<file path="src/rtl/expr_seq_pkg.sv">
// Shared state encoding, widths and polynomial constants for the
// expression stimulus sequencer and its MISR.
package expr_seq_pkg;

  typedef enum logic [2:0] {
    ST_IDLE,
    ST_DRIVE,
    ST_WAIT,
    ST_CAPTURE,
    ST_DONE
  } seqState_e;

  localparam int OPND_W = 60;
  localparam int Y_W    = 90;
  localparam int SIG_W  = 32;

  localparam logic [SIG_W-1:0] MISR_POLY = 32'h04C1_1DB7;
  localparam logic [SIG_W-1:0] MISR_INIT = 32'hFFFF_FFFF;

  localparam int LFSR_TAP_A = 63;
  localparam int LFSR_TAP_B = 62;
  localparam int LFSR_TAP_C = 60;
  localparam int LFSR_TAP_D = 59;

  // One Fibonacci step: shift toward the MSB, XOR of the taps enters bit 0.
  function automatic logic [63:0] lfsrStep(input logic [63:0] s);
    return {s[62:0], s[LFSR_TAP_A] ^ s[LFSR_TAP_B] ^ s[LFSR_TAP_C] ^ s[LFSR_TAP_D]};
  endfunction

endpackage

</file>
<file path="src/rtl/expr_seq_misr.sv">
// 32-bit MISR compacting the 90-bit result bus; clear reloads the
// all-ones init value and takes precedence over enable.
module expr_seq_misr
  import expr_seq_pkg::*;
(
  input  logic             clk,
  input  logic             rst_n,
  input  logic             clear,
  input  logic             enable,
  input  logic [Y_W-1:0]   y_in,
  output logic [SIG_W-1:0] sig
);

  logic [SIG_W-1:0] sig_q;
  logic [SIG_W-1:0] sig_d;
  logic [SIG_W-1:0] fold;

  always_comb begin
    fold  = y_in[31:0] ^ y_in[63:32] ^ {6'b0, y_in[89:64]};
    sig_d = sig_q;
    if (clear) begin
      sig_d = MISR_INIT;
    end else if (enable) begin
      sig_d = {sig_q[30:0], 1'b0} ^ (sig_q[31] ? MISR_POLY : '0) ^ fold;
    end
  end

  always_ff @(posedge clk or negedge rst_n) begin
    if (!rst_n) begin
      sig_q <= MISR_INIT;
    end else begin
      sig_q <= sig_d;
    end
  end

  assign sig = sig_q;

endmodule

</file>
<file path="src/rtl/expr_stim_sequencer.sv">
// Drives LFSR operands into an expression datapath and folds its results
// into a MISR signature. Define EXPR_SEQ_GOLDEN_EN for the pass/fail compare.
module expr_stim_sequencer
  import expr_seq_pkg::*;
#(
  parameter logic [63:0] SEED  = 64'hACE1_0000_0000_0001,
  parameter int          LAT   = 1,
  parameter int          CNT_W = 16
) (
  input  logic              clk,
  input  logic              rst_n,
  input  logic              start,
  input  logic              abort,
  input  logic [CNT_W-1:0]  num_vec,
  output logic [OPND_W-1:0] opnd,
  input  logic [Y_W-1:0]    y_in,
  output logic              busy,
  output logic              done,
  output logic [CNT_W-1:0]  vec_idx,
  output logic [SIG_W-1:0]  signature
`ifdef EXPR_SEQ_GOLDEN_EN
  ,
  input  logic [SIG_W-1:0]  exp_sig,
  output logic              pass,
  output logic              fail
`endif
);

  localparam logic [3:0]       LAT_M1 = (LAT > 0) ? 4'(LAT - 1) : 4'd0;
  localparam logic [CNT_W-1:0] ONE    = CNT_W'(1);

  seqState_e         state_q, state_d;
  logic [CNT_W-1:0]  numVec_q, numVec_d;
  logic [CNT_W-1:0]  vecIdx_q, vecIdx_d;
  logic [63:0]       lfsr_q, lfsr_d;
  logic [OPND_W-1:0] opnd_q, opnd_d;
  logic [3:0]        waitCnt_q, waitCnt_d;
  logic [63:0]       lfsrNext;
  logic              accept;
  logic              capture;
  logic              lastVec;

  assign accept   = (state_q == ST_IDLE) && start;
  assign capture  = (state_q == ST_CAPTURE) && !abort;
  assign lastVec  = (vecIdx_q == numVec_q - ONE);
  assign lfsrNext = lfsrStep(lfsr_q);

  always_ff @(posedge clk or negedge rst_n) begin
    if (!rst_n) begin
      state_q <= ST_IDLE;
    end else begin
      state_q <= state_d;
    end
  end

  // Abort wins over every transition, but only once a run is under way.
  always_comb begin
    state_d = state_q;
    if ((state_q != ST_IDLE) && abort) begin
      state_d = ST_IDLE;
    end else begin
      case (state_q)
        ST_IDLE:    if (start) state_d = (num_vec == '0) ? ST_DONE : ST_DRIVE;
        ST_DRIVE:   state_d = (LAT > 0) ? ST_WAIT : ST_CAPTURE;
        ST_WAIT:    if (waitCnt_q == 4'd0) state_d = ST_CAPTURE;
        ST_CAPTURE: state_d = lastVec ? ST_DONE : ST_DRIVE;
        ST_DONE:    state_d = ST_IDLE;
        default:    state_d = ST_IDLE;
      endcase
    end
  end

  always_comb begin
    busy = (state_q != ST_IDLE);
    done = (state_q == ST_DONE);
`ifdef EXPR_SEQ_GOLDEN_EN
    pass = done && (signature == exp_sig);
    fail = done && (signature != exp_sig);
`endif
  end

  // Operands load on every entry into DRIVE so they are valid for the whole vector.
  always_comb begin
    numVec_d  = numVec_q;
    vecIdx_d  = vecIdx_q;
    lfsr_d    = lfsr_q;
    opnd_d    = opnd_q;
    waitCnt_d = waitCnt_q;
    if (accept) begin
      numVec_d = num_vec;
      vecIdx_d = '0;
      lfsr_d   = SEED;
      if (num_vec != '0) begin
        opnd_d = SEED[OPND_W-1:0];
      end
    end
    if (capture) begin
      lfsr_d = lfsrNext;
      if (!lastVec) begin
        vecIdx_d = vecIdx_q + ONE;
        opnd_d   = lfsrNext[OPND_W-1:0];
      end
    end
    if (state_q == ST_DRIVE) begin
      waitCnt_d = LAT_M1;
    end else if ((state_q == ST_WAIT) && (waitCnt_q != 4'd0)) begin
      waitCnt_d = waitCnt_q - 4'd1;
    end
  end

  always_ff @(posedge clk or negedge rst_n) begin
    if (!rst_n) begin
      numVec_q  <= '0;
      vecIdx_q  <= '0;
      lfsr_q    <= SEED;
      opnd_q    <= '0;
      waitCnt_q <= 4'd0;
    end else begin
      numVec_q  <= numVec_d;
      vecIdx_q  <= vecIdx_d;
      lfsr_q    <= lfsr_d;
      opnd_q    <= opnd_d;
      waitCnt_q <= waitCnt_d;
    end
  end

  expr_seq_misr u_misr (
    .clk    (clk),
    .rst_n  (rst_n),
    .clear  (accept),
    .enable (capture),
    .y_in   (y_in),
    .sig    (signature)
  );

  assign opnd    = opnd_q;
  assign vec_idx = vecIdx_q;

endmodule
</file>
<file path="config.mk">
export PLATFORM = sky130hd
export DESIGN_NAME = expr_stim_sequencer
export DESIGN_NICKNAME = d
export VERILOG_FILES = /design/src/rtl/expr_seq_pkg.sv /design/src/rtl/expr_seq_misr.sv /design/src/rtl/expr_stim_sequencer.sv
export SDC_FILE = /design/constraint.sdc
export NUM_CORES = 1
export LEC_CHECK = 0
export ABC_AREA = 1
export CAP_MARGIN = 10
export CELL_PAD_IN_SITES_DETAIL_PLACEMENT = 1
export CELL_PAD_IN_SITES_GLOBAL_PLACEMENT = 1
export CORE_MARGIN = 2
export CORE_UTILIZATION = 25
export CTS_BUF_LIST = sky130_fd_sc_hd__clkbuf_16
export DETAILED_ROUTE_END_ITERATION = 16
export PLACE_DENSITY = 0.59
export SLEW_MARGIN = 10
export SYNTH_ARGS = -nofsm -noshare
export SYNTH_HDL_FRONTEND = slang
export SYNTH_SLANG_ARGS = --single-unit
</file>
<file path="constraint.sdc">
create_clock -name clk -period 2.6 [get_ports clk]
set_input_delay 0.52 -clock clk [delete_from_list [all_inputs] [get_ports clk]]
set_output_delay 0.52 -clock clk [all_outputs]
set_load 0.005 [all_outputs]
</file>
==> impl_metrics.json <==
{
  "leakage_nw": 6.314,
  "core_area_um2": 42040,
  "setup_tns_ns": 0,
  "vdd_drop_max_v": 0.0003831,
  "synthDistinctLibCells": 39,
  "dp_slack_ns": 0.07130,
  "pin_count": 220,
  "muxShareOfSynthArea_pct": 0,
  "clock_latency_ns": 0.45,
  "critPathRequiredTime_ns": 2.94,
  "num_vias": 8951,
  "yosys_warnings": 0,
  "grt.total_usage_pct": 14.67,
  "drv_slew": 0,
  "totalPowerFinal_mw": 11.24,
  "worst_slew_pin_slew_ns": 0.6408,
  "period_needed_ns": 2.287,
  "finClkSkew_ns": 0.01597,
  "wire_per_inst_um": 15.36,
  "clock_sinks": 195,
  "cts_tree": "done",
  "reg2reg_slack_ns": 0.31,
  "period_share_pct": 87.96,
  "viasPerCell": 4.356,
  "cts_max_level": 4,
  "die_area_um2": 44290,
  "synth-simple-area-share_pct": 25.19,
  "place.gp.congestion": 0.7614,
  "clkSlewWorstSetupHoldPaths_ns": 0.08,
  "place_area_um2": 13540,
  "status": "completed",
  "grt_overflow": 0,
  "max_freq_mhz": 437.3,
  "fin_area_um2": 14170,
  "num_rows": 75,
  "yosys.area_share.adder_pct": 0.3523,
  "ys_seq_area_share_pct": 46.28,
  "clockBufferDepth": 2,
  "ys.flop_type": "dfrtp_1",
  "syn-cell-area_um2": 10660,
  "power_density_nw_per_um2": 793.2,
  "post_cts_buffers": 0,
  "drt_wl_total_um": 31570,
  "synth_nets": 1414,
  "dpl.hpwl_um": 22060,
  "hold_class": "primary input to asynchronous set/reset pin",
  "drt_iter0_drc": 404,
  "hold-worst-slack_ns": 0.06537,
  "crit_fanout": 27,
  "setup_slack_ns": 0.3131,
  "antenna_violating_nets_post_route": 0,
  "antenna_cells": 0,
  "cts.root.buffer_cell": "clkbuf_16",
  "portBuffers": 219,
  "slew_headroom_pct": 57.28,
  "critPathArrivalTime_ns": 2.63,
  "first_global_vias": 9570,
  "cts_hold_buffers": 0,
  "synthArstFlopShare_pct": 100.0,
  "syn_avg_cell_area_um2": 8.190,
  "drt-pass1-iter-count": 4,
  "nFillCells": 4958,
  "ys_seq_elements": 195,
  "fp.dieW_um": 210.5,
  "synthXorXnorAreaFrac_pct": 10.44,
  "grt_pass1_wl_um": 51620,
  "cts_buffers": 17,
  "cap_violations": 0,
  "crit_path_end_kind": "register",
  "drive_above_1_share_pct": 11.74,
  "hold_viol": 0,
  "grt_max_degree": 110,
  "synth_compound_area_share_pct": 8.232,
  "startpoint_type": "register",
  "critPathKind": "register to register",
  "route.detailed.drc": 0,
  "final_nets": 1616,
  "die_height_um": 210.5,
  "antenna_found_initial": 0,
  "syn2layout_area_growth_pct": 32.95,
  "synth_cells": 1301,
  "rsz0062_at_grt": "no",
  "setup_viol": 0,
  "initial_utilization_pct": 25.35,
  "synth_edf_count": 0,
  "synth_top_family_by_area": "simple AND/OR/NAND/NOR gates"
}
[power by group]
part	switching (mW)	internal, mW
registers	0.484	3.73
logic	2.43	1.83
clock network	1.32	1.45
[layer usage]
| layer | share of wire [%] | wire length (um) | GRT usage, % | vias up |
|---|---|---|---|---|
| met5 | 0 | 0 | 0 | - |
| li1 | - | - | - | 4471 |
| met2 | 48 | 15160 | 25.01 | 153 |
| met3 | 4.5 | 1413 | 3.456 | 15 |
| met1 | 47 | 14780 | 19.04 | 4312 |
| met4 | 0.69 | 218 | 2.865 | 0 |
[state kept, by name (all words and copies together), names as in the netlist]
name	count
lfsr_q	64
opnd	60
u_misr.sig	32
numVec_q	16
vec_idx	16
waitCnt_q	4
state_q	3
[metrics by stage]
stage	utilization, %	cells
floorplan	-	1301
global route	33.70	2055
global placement	32.20	2022
finish	33.70	2055
CTS	33.61	2054
detailed placement	32.20	2022
[cells in the final DEF, fill, tap and decap left out, types with 2 or more instances in the layout]
| cell type | synthesis | routed |
|---|---|---|
| inv_2 | 2 | 2 |
| dfrtp_1 | 154 | 154 |
| a21oi_1 | 24 | 24 |
| or2_2 | 8 | 8 |
| nand2_2 | 15 | 15 |
| nor2_1 | 103 | 100 |
| o21bai_1 | 2 | 2 |
| inv_8 | 0 | 2 |
| buf_4 | 2 | 16 |
| clkdlybuf4s50_1 | 0 | 218 |
| clkinvlp_4 | 0 | 2 |
| inv_1 | 173 | 173 |
| nand3_2 | 32 | 32 |
| nand4_1 | 7 | 7 |
| nand3_4 | 3 | 3 |
| nor2_4 | 3 | 6 |
| xnor2_1 | 57 | 57 |
| o21ai_0 | 63 | 63 |
| ha_1 | 3 | 2 |
| buf_12 | 0 | 10 |
| bufinv_16 | 0 | 2 |
| nand3b_1 | 6 | 6 |
| inv_6 | 0 | 5 |
| clkbuf_16 | 0 | 18 |
| nand2_1 | 327 | 327 |
| xor2_1 | 70 | 70 |
| nor3_1 | 3 | 3 |
| or2_1 | 2 | 2 |
| nor2_2 | 7 | 7 |
| nand3_1 | 62 | 62 |
| dfstp_2 | 41 | 41 |
| o22ai_1 | 55 | 55 |
| a22oi_1 | 7 | 7 |
[layout make-up]
cell class                 instances  area (um2)  area share (%)
multi-input combinational        867        4736           33.43
timing repair buffer             247        2570           18.14
inverter                         175       659.4           4.655
tap                              539       674.4           4.761
clock inverter                    15       170.2           1.201
sequential                       195        4931           34.81
clock buffer                      17       425.4           3.003
[cell families after synthesis]
group / Yosys count
XOR/XNOR: 127
AND/OR/NAND/NOR: 582
adder cells (fa/ha/maj): 3
flip-flops: 195
buffers and inverters: 239
AO/OA/AOI/OAI: 155
[cells in the mapped netlist (7+ instances only)]
cell	instances	area, um2
or2_2	8	50.05
nand3_1	62	310.3
nand3_2	32	320.3
o21ai_0	63	315.3
dfstp_2	41	1077
inv_1	173	649.4
a21oi_1	24	120.1
xnor2_1	57	499.2
nand2_1	327	1227
nand2_2	15	93.84
nor2_1	103	386.6
buf_6	11	123.9
dfrtp_1	154	3854
xor2_1	70	613.1
nor2_2	7	43.79
nand4_1	7	43.79
a22oi_1	7	52.55
o22ai_1	55	344.1
buf_2	18	90.09
clkbuf_1	25	93.84
[final timing paths]
check,from,to,cells after the start
max in group asynchronous,rst_n,u_misr.sig[18]$_DFFE_PN1P_,2
worst min-delay path,rst_n,numVec_q[1]$_DFFE_PN0P_,1
min in group clk,waitCnt_q[3]$_DFFE_PN0P_,waitCnt_q[3]$_DFFE_PN0P_,1
worst min register to register,waitCnt_q[3]$_DFFE_PN0P_,waitCnt_q[3]$_DFFE_PN0P_,1
worst max-delay path,numVec_q[0]$_DFFE_PN0P_,vec_idx[15]$_DFF_PN0_,15
worst max register to register,numVec_q[0]$_DFFE_PN0P_,vec_idx[15]$_DFF_PN0_,15
[what timing repair did]
item                       in CTS  in global routing
hold endpoints to repair        0                  0
resized for setup               0                  2
setup endpoints to repair       0                 24
[worst max-delay path, cell delays in order (launching register included)]
cell,delay (ns)
dfrtp_1,0.41
inv_2,0.10
ha_2,0.23
nand2_1,0.10
nor2_1,0.10
nand3_1,0.07
nand2_1,0.08
nand2_1,0.07
nand3b_1,0.16
nor2_1,0.20
nand3_4,0.13
buf_4,0.27
nand2_1,0.10
nand2_1,0.05
nand2_1,0.05
nand2_1,0.05
Note: power is estimated with default switching activity, not from simulation.
